File: src/rtl/matrix_add_stream.sv
// rtl/matrix_add_stream.sv - element-serial signed-magnitude matrix add/sub, P lanes per beat
// Valid/ready in and out, one-deep registered output, per-lane saturation.
module matrix_add_stream #(
  parameter int N = 32,
  parameter int R = 6,
  parameter int C = 6,
  parameter int P = 2
) (
  input  logic           clk,
  input  logic           rst,
  input  logic           mode,
  input  logic           in_valid,
  output logic           in_ready,
  input  logic [P*N-1:0] a_in,
  input  logic [P*N-1:0] b_in,
  output logic           out_valid,
  input  logic           out_ready,
  output logic [P*N-1:0] c_out,
  output logic           out_last,
  output logic           sat_flag,
  output logic           busy,
  output logic           done
);

  localparam int BEATS = R * C / P;
  localparam int CW = (BEATS > 1) ? $clog2(BEATS) : 1;
  localparam logic [CW-1:0] LAST_CNT = CW'(BEATS - 1);

  generate
    if ((R * C) % P != 0) begin : g_bad_lanes
      $error("matrix_add_stream: R*C must be a multiple of P");
    end
  endgenerate

  typedef enum logic {S_IDLE, S_RUN} state_t;

  state_t         state_q, state_d;
  logic [CW-1:0]  cnt_q, cnt_d;
  logic           mode_q, mode_d;
  logic           out_valid_q, out_valid_d;
  logic [P*N-1:0] c_q, c_d;
  logic           last_q, last_d;
  logic           sat_q, sat_d;
  logic           busy_q, busy_d;
  logic           done_q, done_d;

  logic           in_xfer;
  logic           op_sub;
  logic           at_last;
  logic [P*N-1:0] lane_res;
  logic [P-1:0]   lane_sat;

  // Returns {saturated, sign, magnitude}; a zero magnitude always comes out as +0.
  function automatic logic [N:0] lane_op(input logic [N-1:0] a,
                                         input logic [N-1:0] b,
                                         input logic         sub);
    logic          sa, sb, sr, sat;
    logic [N-2:0]  am, bm, mag;
    logic [N-1:0]  sum;
    sa  = a[N-1];
    sb  = b[N-1] ^ sub;
    am  = a[N-2:0];
    bm  = b[N-2:0];
    sat = 1'b0;
    sum = {1'b0, am} + {1'b0, bm};
    if (sa == sb) begin
      sr = sa;
      if (sum[N-1]) begin
        mag = '1;
        sat = 1'b1;
      end else begin
        mag = sum[N-2:0];
      end
    end else if (am >= bm) begin
      sr  = sa;
      mag = am - bm;
    end else begin
      sr  = sb;
      mag = bm - am;
    end
    if (mag == '0) sr = 1'b0;
    return {sat, sr, mag};
  endfunction

  assign in_ready = !out_valid_q | out_ready;
  assign in_xfer  = in_valid & in_ready;
  assign at_last  = (cnt_q == LAST_CNT);
  // The first beat of a matrix uses the live mode; later beats use the latched copy.
  assign op_sub   = (state_q == S_IDLE) ? mode : mode_q;

  always_comb begin
    lane_res = '0;
    lane_sat = '0;
    for (int k = 0; k < P; k++) begin
      {lane_sat[k], lane_res[k*N +: N]} = lane_op(a_in[k*N +: N], b_in[k*N +: N], op_sub);
    end
  end

  always_comb begin
    state_d     = state_q;
    cnt_d       = cnt_q;
    mode_d      = mode_q;
    out_valid_d = out_valid_q;
    c_d         = c_q;
    last_d      = last_q;
    sat_d       = sat_q;

    if (in_xfer) begin
      if (state_q == S_IDLE) mode_d = mode;
      if (at_last) begin
        cnt_d   = '0;
        state_d = S_IDLE;
      end else begin
        cnt_d   = cnt_q + 1'b1;
        state_d = S_RUN;
      end
      out_valid_d = 1'b1;
      c_d         = lane_res;
      last_d      = at_last;
      sat_d       = |lane_sat;
    end else if (out_ready) begin
      out_valid_d = 1'b0;
    end

    done_d = out_valid_q & out_ready & last_q;
    // Stays high until the cycle after the final beat leaves, including back-to-back matrices.
    busy_d = (state_d == S_RUN) | out_valid_d;
  end

  always_ff @(posedge clk) begin
    if (rst) begin
      state_q     <= S_IDLE;
      cnt_q       <= '0;
      mode_q      <= 1'b0;
      out_valid_q <= 1'b0;
      c_q         <= '0;
      last_q      <= 1'b0;
      sat_q       <= 1'b0;
      busy_q      <= 1'b0;
      done_q      <= 1'b0;
    end else begin
      state_q     <= state_d;
      cnt_q       <= cnt_d;
      mode_q      <= mode_d;
      out_valid_q <= out_valid_d;
      c_q         <= c_d;
      last_q      <= last_d;
      sat_q       <= sat_d;
      busy_q      <= busy_d;
      done_q      <= done_d;
    end
  end

  assign out_valid = out_valid_q;
  assign c_out     = c_q;
  assign out_last  = last_q;
  assign sat_flag  = sat_q;
  assign busy      = busy_q;
  assign done      = done_q;

endmodule

File: config.mk
export PLATFORM = sky130hd
export DESIGN_NAME = matrix_add_stream
export DESIGN_NICKNAME = d
export VERILOG_FILES = /design/src/rtl/matrix_add_stream.sv
export SDC_FILE = /design/constraint.sdc
export NUM_CORES = 1
export LEC_CHECK = 0
export CELL_PAD_IN_SITES_DETAIL_PLACEMENT = 0
export CELL_PAD_IN_SITES_GLOBAL_PLACEMENT = 1
export CORE_MARGIN = 2
export CORE_UTILIZATION = 39
export CTS_CLUSTER_DIAMETER = 40
export DETAILED_ROUTE_END_ITERATION = 6
export PLACE_DENSITY_LB_ADDON = 0.1
export SYNTH_ARGS = -nofsm -noshare
export SYNTH_HDL_FRONTEND = slang
export SYNTH_SLANG_ARGS = --single-unit
File: constraint.sdc
create_clock -name clk -period 6 [get_ports clk]
set_clock_uncertainty 0.15 [all_clocks]
set_input_delay 1.2 -clock clk [delete_from_list [all_inputs] [get_ports clk]]
set_output_delay 1.2 -clock clk [all_outputs]
set_load 0.02 [all_outputs]
# == Word-level counts from Yosys, hierarchy flattened ==
# Index checks and enable logic that the tools add are counted.
# word_totals
reg_bits,76
inputBits,133
out_inout_bits,70
word_cells,54
# classes
add_sub_neg,7
n_lt_le_gt_ge,2
n_eq_ne,3
muxes,22
n_bitwise,7
n_reduce_logical,4
# ops
op,count
31-bit two-way mux,6
31-bit subtractor,4
31-bit by 31-bit adder with 32-bit output,2
31-bit greater-or-equal comparator,2
31-bit logical NOT,2
1-bit two-way mux,15
"5-bit by 1-bit adder with 5-bit output, second input constant",1
"5-bit == test, second input constant",1
5-bit two-way mux,1
1-bit bitwise AND,3
1-bit == test,2
1-bit bitwise OR,2
2-bit OR reduction,1
1-bit XOR,2
1-bit logical NOT,1

# == Logic depth before layout (Yosys ltp) ==
# Gate-level depths: netlist (run 1).
# depth
depth_word,6
ltp_mapped,19
depth_no_buf,17

# == Worst setup path after synthesis (run 1) ==
# OpenSTA, ideal clock, no wires.
# synth_path
path_kind,in2reg
from,input port a_in[1]
to,register c_q[31] (netlist: c_out[31])
setup_ns,0.126
t_arrival_ns,4.342
required_time_ns,5.724
slack_ns,1.382
path_stages,15
path_buffers,0
cell_sequence,inv_1 > ha_1 > nor2b_1 > o21ai_1 > nand3_1 > a211o_1 > a21oi_2 > mux2_2 > a21oi_1 > o2bb2ai_1 > o21ai_0 > a311o_1 > or4_1 > nor4_2 > a31oi_1
# synth_via
elab_chain_len,5
elab_cells_between_ends,11
cone_classes,3 x add/sub; 1 x order compare; 6 x mux; 1 x reduce/logical
# synth_rtl
element,line_no,text
start: declaration,14,"input logic [P*N-1:0] a_in,"
31-bit by 31-bit adder with 32-bit output (tied with other cells),65,"sum = {1'b0, am} + {1'b0, bm};"
"31-bit two-way mux, on equally long branches","68, 74",
31-bit two-way mux,66,if (sa == sb) begin
31-bit logical NOT,81,if (mag == '0) sr = 1'b0;
1-bit two-way mux (*),81,
end signal: assignment,136,c_q <= '0;
end signal: assignment,146,c_q <= c_d;
end: declaration,41,"logic [P*N-1:0] c_q, c_d;"
# Every way passes the cells marked *; elsewhere a longest branch is shown, timed or not.
# A chain may end at the register's enable or synchronous reset.

# == Worst setup path after layout (run 1) ==
# Ends and elaborated chain as after synthesis.

==> results.md, run 1 <==
- H-Tree Depth: 3
- Critical path capture point type: register
- R2r setup slk: 2.15 ns
- Port-buffer cells: 202
- Area grow syn2layout: 27.8%
- Setup TNS: 0 ns
- Cell Pwr Density: 194 mW/mm2
- Ys Warns: 0
- Clock root cell: clkbuf_16
- Leakage power: 7.89 nW
- Yosys top cell area share: 18.1%
- Number of global-route vias before repair: 15.3k
- Total Wirelength: between 60 and 70 mm
- Total Nets Final: about 2.7k
- 1st-iter DRT viols: 1690
- Register bit count reported by yosys: 76
- Type of the tightest min-delay check: reg2reg
- Peak VDD IR: between 0.15 and 0.2 mV
- Hpwl dp: between 50 and 60 mm
- Worst setup SP type: primary input
- Clk sinks: 76
- GRT Total Usage: 32.1%
- CP arrival: a little under 6 ns
- Share of cells above drive strength 1: a little over a tenth
- Fmax: around 0.17 GHz
- Starting Density: 39.3%
- Final instance area: 0.0177 mm2
- Synthesized net count: approximately 2.4k
- Synth Area in Compound Gates: 34.8%
- Asr flop ratio synth: 0%
- EDFF count, synth: 0
- Post-synthesis mux area share: 1.90%
- Post-Synth XOR/XNOR Area: 2.21%
- DRC: 5
- Clock Tree Buf Depth: 2
- Via density: between 5 and 6
- GRT overflow: 0
- IO Count: roughly 200
- Die Y: 193 um
- Critical Path RT: a little over 6 ns
- Area post-placement: 0.0174 mm2
- Max-slew headroom: 28.9%
- Die width: 193 um
- Largest family of logic cells by synthesized area: compound AO/OA/AOI/OAI gates
- Measured slew at the worst slew-check pin: 1.07 ns
- Post-detailed-route count of antenna-violating nets: 0
- RSZ-0062 raised after global routing: false
- Post-synthesis sequential area ratio: 11.0%
- Failing checks: design-rule violations
- First-pass GRT wire length: a little over 90 mm
- Yosys top cell by area: ha_1
- Most used DFF post-synth: dfxtp_1
- CTS tree: yes
- Average wire per cell in the routed design: 22.0 um
- CTS clk-pin slew, worst paths: around 0.06 ns
- Distinct cells, synth: 85
- Final setup viols: 0
- Antenna diodes: 0
- Final Slew Violations: 0
- Die area: 0.0371 mm2
- Leading cell types by count after synthesis: 245 x nor2_1, 239 x a21oi_1, 200 x ha_1
- Min Tclk post-route: 5.75 ns
- Tcrit/Tclk final: 95.8%
- Post-CTS setup buffers: 0
- Maximum number of pins on one net before global-route repair: 96
- Most instantiated library cell after synthesis: nor2_1
- Core Region: between 0.03 and 0.04 mm2
- Status: finished with violations
- Initial antenna violation count: 0
- Crit-path max FO: 5
- Num CTS Buffers: 9
- Synth Area in Adders: 18.9%
- Syn avg cell area: 6.80 um2
- Pre-CTS setup slack: -0.142 ns
- Routability congestion estimate: 0.997
- FP Rows: a little under 70
- First drt pass iteration count: 7
- Kind of critical path: in2reg
- Fin. Hold Viols: 0
- Largest cells by area after synthesis: ha_1 18%, dfxtp_1 11%, a21oi_1 8.6%
- Worst setup margin: approximately 0.25 ns
- Synthesized instance count: 2038
- Post-synthesis simple-gate area fraction: a little under a quarter
- Max cap viols: 0
- Mapped Area: approximately 0.014 mm2
- Clock latency on the worst-skew pair: about 0.35 ns
- Routed vias: 16.6k
- Fin Hold WS: 0.302 ns
critical path: stages:
cell	delay [ns]
clkdlybuf4s50_1	0.64
inv_1	0.14
ha_1	0.36
nor2b_1	0.17
o21ai_1	0.23
nand3_1	0.15
a211o_1	0.43
a21oi_2	0.38
mux2_2	0.40
a21oi_1	0.29
o2bb2ai_1	0.14
o21ai_0	0.18
a311o_1	0.34
or4_1	0.52
nor4_2	0.15
a31oi_1	0.11
worst paths after layout:
check / cells after the start / from / endpoint
worst max-delay path: 16 / a_in[1] / c_out[31]
worst min-delay path: 2 / c_out[3] / c_out[3]
worst max register to register: 14 / state_q / c_out[63]
worst min register to register: 2 / c_out[3] / c_out[3]
registers in the layout, indices dropped and copies added, names as in the netlist:
name       count
busy           1
mode_q         1
out_last       1
out_valid      1
c_out         64
done           1
sat_flag       1
cnt_q          5
state_q        1
kinds of logic after synthesis:
family	Yosys count
AOI/OAI and AO/OA	737
xor gates and xnor gates	35
adders and majority gates	206
buffers and inverters	298
DFF	76
muxes	25
and+or+nand+nor	661
stage by stage:
| stage | power [W] | utilization (%) | std cells |
|---|---|---|---|
| after floorplan | 0.00181 | - | 2038 |
| after global placement | 0.00275 | 49.2 | 2768 |
| after detailed placement | 0.00275 | 49.2 | 2768 |
| after CTS | 0.00340 | 50.2 | 2784 |
| after global routing | 0.00363 | 50.2 | 2784 |
| final | 0.00343 | 50.2 | 2784 |
cell usage in the layout (no fill, tap or decap), drive strengths merged, types with 26 or more instances in the layout:
cell type | Yosys | final
a211oi | 62 | 62
a21o | 31 | 31
a21oi | 242 | 242
buf | 53 | 180
clkdlybuf4s50 | 0 | 201
dfxtp | 76 | 76
ha | 200 | 200
inv | 186 | 190
nand2 | 147 | 147
nand3 | 44 | 44
nand4 | 41 | 41
nor2 | 246 | 246
nor2b | 28 | 28
nor3 | 42 | 42
o21ai | 118 | 118
xnor2 | 26 | 26
routing by layer:
layer  wire, um  vias to the layer above  track usage, %
li1           -                     7901               -
met1      30000                     7889            48.8
met2      24500                      772            46.2
met3       5530                       77            6.06
met4       1150                        0            6.78
met5          0                        -               0
area by class of cell:
| cell class | count | area [um2] |
|---|---|---|
| Fill cell | 3707 | 17600 |
| Multi-Input combinational cell | 1664 | 11200 |
| Sequential cell | 76 | 1520 |
| Tap cell | 461 | 577 |
| Clock inverter | 7 | 105 |
| Clock buffer | 9 | 225 |
| Timing Repair Buffer | 381 | 3410 |
| Inverter | 186 | 698 |
power breakdown:
| part | internal (W) | switching, W |
|---|---|---|
| Clock | 0.000372 | 0.000258 |
| Sequential | 0.000560 | 0.0000373 |
| Combinational | 0.000887 | 0.00132 |
repair_timing:
item / 4_1_cts / 5_1_grt
gates resized for setup: 0 / 3
endpoints found under the setup margin: 0 / 2
hold buffers: 0 / 0
Note: power is estimated with default switching activity, not from simulation.
==> run 2: changes to the inputs <==
--- a/config.mk
+++ b/config.mk
@@ -11,6 +11,7 @@
 export CORE_UTILIZATION = 39
 export CTS_CLUSTER_DIAMETER = 40
 export DETAILED_ROUTE_END_ITERATION = 6
+export GPL_TIMING_DRIVEN = 0
 export PLACE_DENSITY_LB_ADDON = 0.1
 export SYNTH_ARGS = -nofsm -noshare
 export SYNTH_HDL_FRONTEND = slang
==> constraint.sdc (replaced) <==
create_clock -name clk -period 6 [get_ports clk]
set_clock_uncertainty 0.15 [all_clocks]
set_input_delay 1.2 -clock clk [delete_from_list [all_inputs] [get_ports clk]]
set_output_delay 1.2 -clock clk [all_outputs]
set_load 0.01 [all_outputs]
==> run 2 against run 1 <==
Sequential share of layout area is 0.39 points higher. Highest routed layer unchanged. Global-route usage is 0.74 points higher. Non-clock buffer count is 62 lower. The run now ends clean. Power is 6.4% lower.
==> results.md, run 2 (synthesized netlist as in run 1, its figures left out) <==
- Hpwl dp: 52.7 mm (was 51.4 mm)
- RSZ-0062 raised after global routing: false (unchanged)
- Final setup viols: 0 (unchanged)
- H-Tree Depth: 3 (unchanged)
- Starting Density: 39.3% (unchanged)
- Leakage power: 7.31 nW (was 7.89 nW)
- First drt pass iteration count: 6 (was 7)
- Crit-path max FO: 5 (unchanged)
- Total Nets Final: 2595 (was 2657)
- Die area: 0.0371 mm2 (unchanged)
- IO Count: 203 (unchanged)
- Final instance area: 0.0169 mm2 (was 0.0177 mm2)
- CP top delay family: compound AO/OA/AOI/OAI gates (unchanged)
- Initial antenna violation count: 0 (unchanged)
- Total Wirelength: 62.7 mm (was 61.2 mm)
- FF-to-FF path depth: 11 (was 14)
- Fin. Hold Viols: 0 (unchanged)
- Routability congestion estimate: 0.955 (was 0.997)
- Finished Core Util: 48.0% (was 50.2%)
- Critical Path RT: 6.07 ns (was 6.08 ns)
- Clock root cell: clkbuf_16 (unchanged)
- Cell Chain, Critical Path: clkdlybuf4s50_1, inv_1, ha_1, nor2b_1, o211ai_1, a211oi_1, o21ai_0, o311a_1, o21ai_0, a221o_1, a32oi_1, nor4b_1, nand4_1, nor3b_1, and4_1, a21oi_1 (was clkdlybuf4s50_1, inv_1, ha_1, nor2b_1, o21ai_1, nand3_1, a211o_1, a21oi_2, mux2_2, a21oi_1, o2bb2ai_1, o21ai_0, a311o_1, or4_1, nor4_2, a31oi_1)
- Peak VDD IR: 0.134 mV (was 0.188 mV)
- Setup crit start: a_in[33] (was a_in[1])
- Max-slew headroom: 33.3% (was 28.9%)
- Hold Path Depth: 2 (unchanged)
- Worst setup path endpoint: c_out[63] (was c_out[31])
- Area post-placement: 0.0165 mm2 (was 0.0174 mm2)
- Most frequent cells in the layout: 243 x nor2_1, 239 x a21oi_1, 201 x clkdlybuf4s50_1, 200 x ha_1, 186 x inv_1 (was 244 x nor2_1, 239 x a21oi_1, 201 x clkdlybuf4s50_1, 200 x ha_1, 186 x inv_1)
- Min Tclk post-route: 5.84 ns (was 5.75 ns)
- FP Rows: 69 (unchanged)
- Clock latency on the worst-skew pair: 0.34 ns (was 0.35 ns)
- Kind of critical path: in2reg (unchanged)
- Clock Tree Buf Depth: 2 (unchanged)
- Setup TNS: 0 ns (unchanged)
- Average wire per cell in the routed design: 23.0 um (was 22.0 um)
- Slowest cell delay on critical path: 0.67 ns (was 0.64 ns)
- Commonest non-fill, non-tap cell in the layout: nor2_1 (unchanged)
- Max FFs per register: 64 (unchanged)
- DRC: 0 (was 5)
- Post-detailed-route count of antenna-violating nets: 0 (unchanged)
- Type of the tightest min-delay check: reg2reg (unchanged)
- Crit path depth: 16 (unchanged)
- Via density: 6.15 (was 5.98)
- Die Y: 193 um (unchanged)
- Num CTS Buffers: 9 (unchanged)
- Fin Hold WS: 0.305 ns (was 0.302 ns)
- Status: complete, no violations (was finished with violations)
- First-pass GRT wire length: 92.6 mm (was 91.2 mm)
- Critical path capture point type: register (unchanged)
- Antenna diodes: 0 (unchanged)
- Die width: 193 um (unchanged)
- CTS clk-pin slew, worst paths: 0.06 ns (about the same)
- Port-buffer cells: 202 (unchanged)
- 1st-iter DRT viols: 1797 (was 1690)
- Fmax: 0.171 GHz (was 0.174 GHz)
- CP arrival: 5.91 ns (was 5.83 ns)
- R2r setup slk: 1.15 ns (was 2.15 ns)
- Routed vias: 16.7k (was 16.6k)
- Critical path's slowest cell: clkdlybuf4s50_1 (unchanged)
- Power Total: 0.00322 W (was 0.00343 W)
- Max cap viols: 0 (unchanged)
- Share of cells above drive strength 1: 5.75% (was 10.5%)
- Measured slew at the worst slew-check pin: 0.994 ns (was 1.07 ns)
- Worst setup SP type: primary input (unchanged)
- Area grow syn2layout: 22.2% (was 27.8%)
- Clk sinks: 76 (unchanged)
- CP dominant cell by count: o21ai_0
- Number of global-route vias before repair: 14.9k (was 15.3k)
- Worst path bufs/invs: 2 (unchanged)
- Core Region: 0.0353 mm2 (unchanged)
- Post-CTS Hold Buffers: 0 (unchanged)
- Tcrit/Tclk final: 97.4% (was 95.8%)
- Maximum number of pins on one net before global-route repair: 14 (was 96)
- GRT Total Usage: 32.9% (was 32.1%)
- CTS tree: yes (unchanged)
- GRT overflow: 0 (unchanged)
- R2r startpoint: state_q (unchanged)
- Final Slew Violations: 0 (unchanged)
- Cell Pwr Density: 190 mW/mm2 (was 194 mW/mm2)
- R2R Path End: c_out[63] (unchanged)
[run 2: cell types whose count changed in the layout (fill, tap and decap cells not counted), moves of 6 or more]
| cell | before | now |
|---|---|---|
| buf_1 | 0 | 7 |
| buf_2 | 1 | 38 |
| clkbuf_2 | 0 | 6 |
| buf_4 | 175 | 12 |
| clkbuf_1 | 0 | 52 |
[run 2: tightest hold or removal path, cell delays in order, from the launching register on]
cell and delay, ns:
dfxtp_1 0.31, nand2_1 0.05, a21oi_1 0.05
[run 2: through the flow]
step / std cells / setup slack (ns)
4_1_cts: 2717 / 0.0118
6_report: 2722 / 0.157
3_5_place_dp: 2701 / -0.902
2_1_floorplan: 2038 / 1.38
3_3_place_gp: 2701 / -0.910
5_1_grt: 2722 / 0.00468
[run 2: how the worst min path moves through the flow]
| stage | end | slack, ns | start |
|---|---|---|---|
| 6_report | c_out[61] | 0.30 | c_out[61] |
| 5_1_grt | c_out[3] | 0.32 | c_out[3] |
| 4_1_cts | c_out[61] | 0.30 | c_out[61] |
| 3_5_place_dp | c_out[61] | 0.30 | c_out[61] |
| 3_3_place_gp | c_out[3] | 0.29 | c_out[3] |
| 2_1_floorplan | mode_q | 0.30 | mode_q |
[run 2: repair_timing]
| item | 4_1_cts | 5_1_grt |
|---|---|---|
| gates cloned | 0 | 0 |
| gates resized for setup | 12 | 25 |
| buffers inserted | 0 | 6 |
| endpoints found under the setup margin | 8 | 7 |
| pin swaps | 1 | 2 |
[run 2: area by class of cell]
cell class,count,area [um2]
fillers,3666,18400
well taps,461,577
multi-input cells,1664,11200
flip-flops and latches,76,1520
clock inverters,6,87.6
clock buffers,10,239
repair buffers,208,2070
plain buffers,111,509
inverters,186,698
[run 2: layer usage]
layer | vias to the layer above | global-route usage, % | routed length (um)
li1 | 7803 | - | -
met1 | 8002 | 52.5 | 30700
met2 | 883 | 45.3 | 24500
met3 | 42 | 5.75 | 6620
met4 | 0 | 4.96 | 837
met5 | - | 0 | 0
[run 2: report_power, final]
group	switching (W)	internal (W)
Clock	0.000222	0.000375
Combinational	0.00127	0.000731
Sequential	0.0000579	0.000560
Total	0.00155	0.00167
==> run 3: changes to the inputs <==
--- a/config.mk
+++ b/config.mk
@@ -5,6 +5,7 @@
 export SDC_FILE = /design/constraint.sdc
 export NUM_CORES = 1
 export LEC_CHECK = 0
+export ABC_AREA = 0
 export CELL_PAD_IN_SITES_DETAIL_PLACEMENT = 0
 export CELL_PAD_IN_SITES_GLOBAL_PLACEMENT = 1
 export CORE_MARGIN = 2
==> results of run 3 <==
The final DEF is identical to that of run 2; final timing and power are the same.
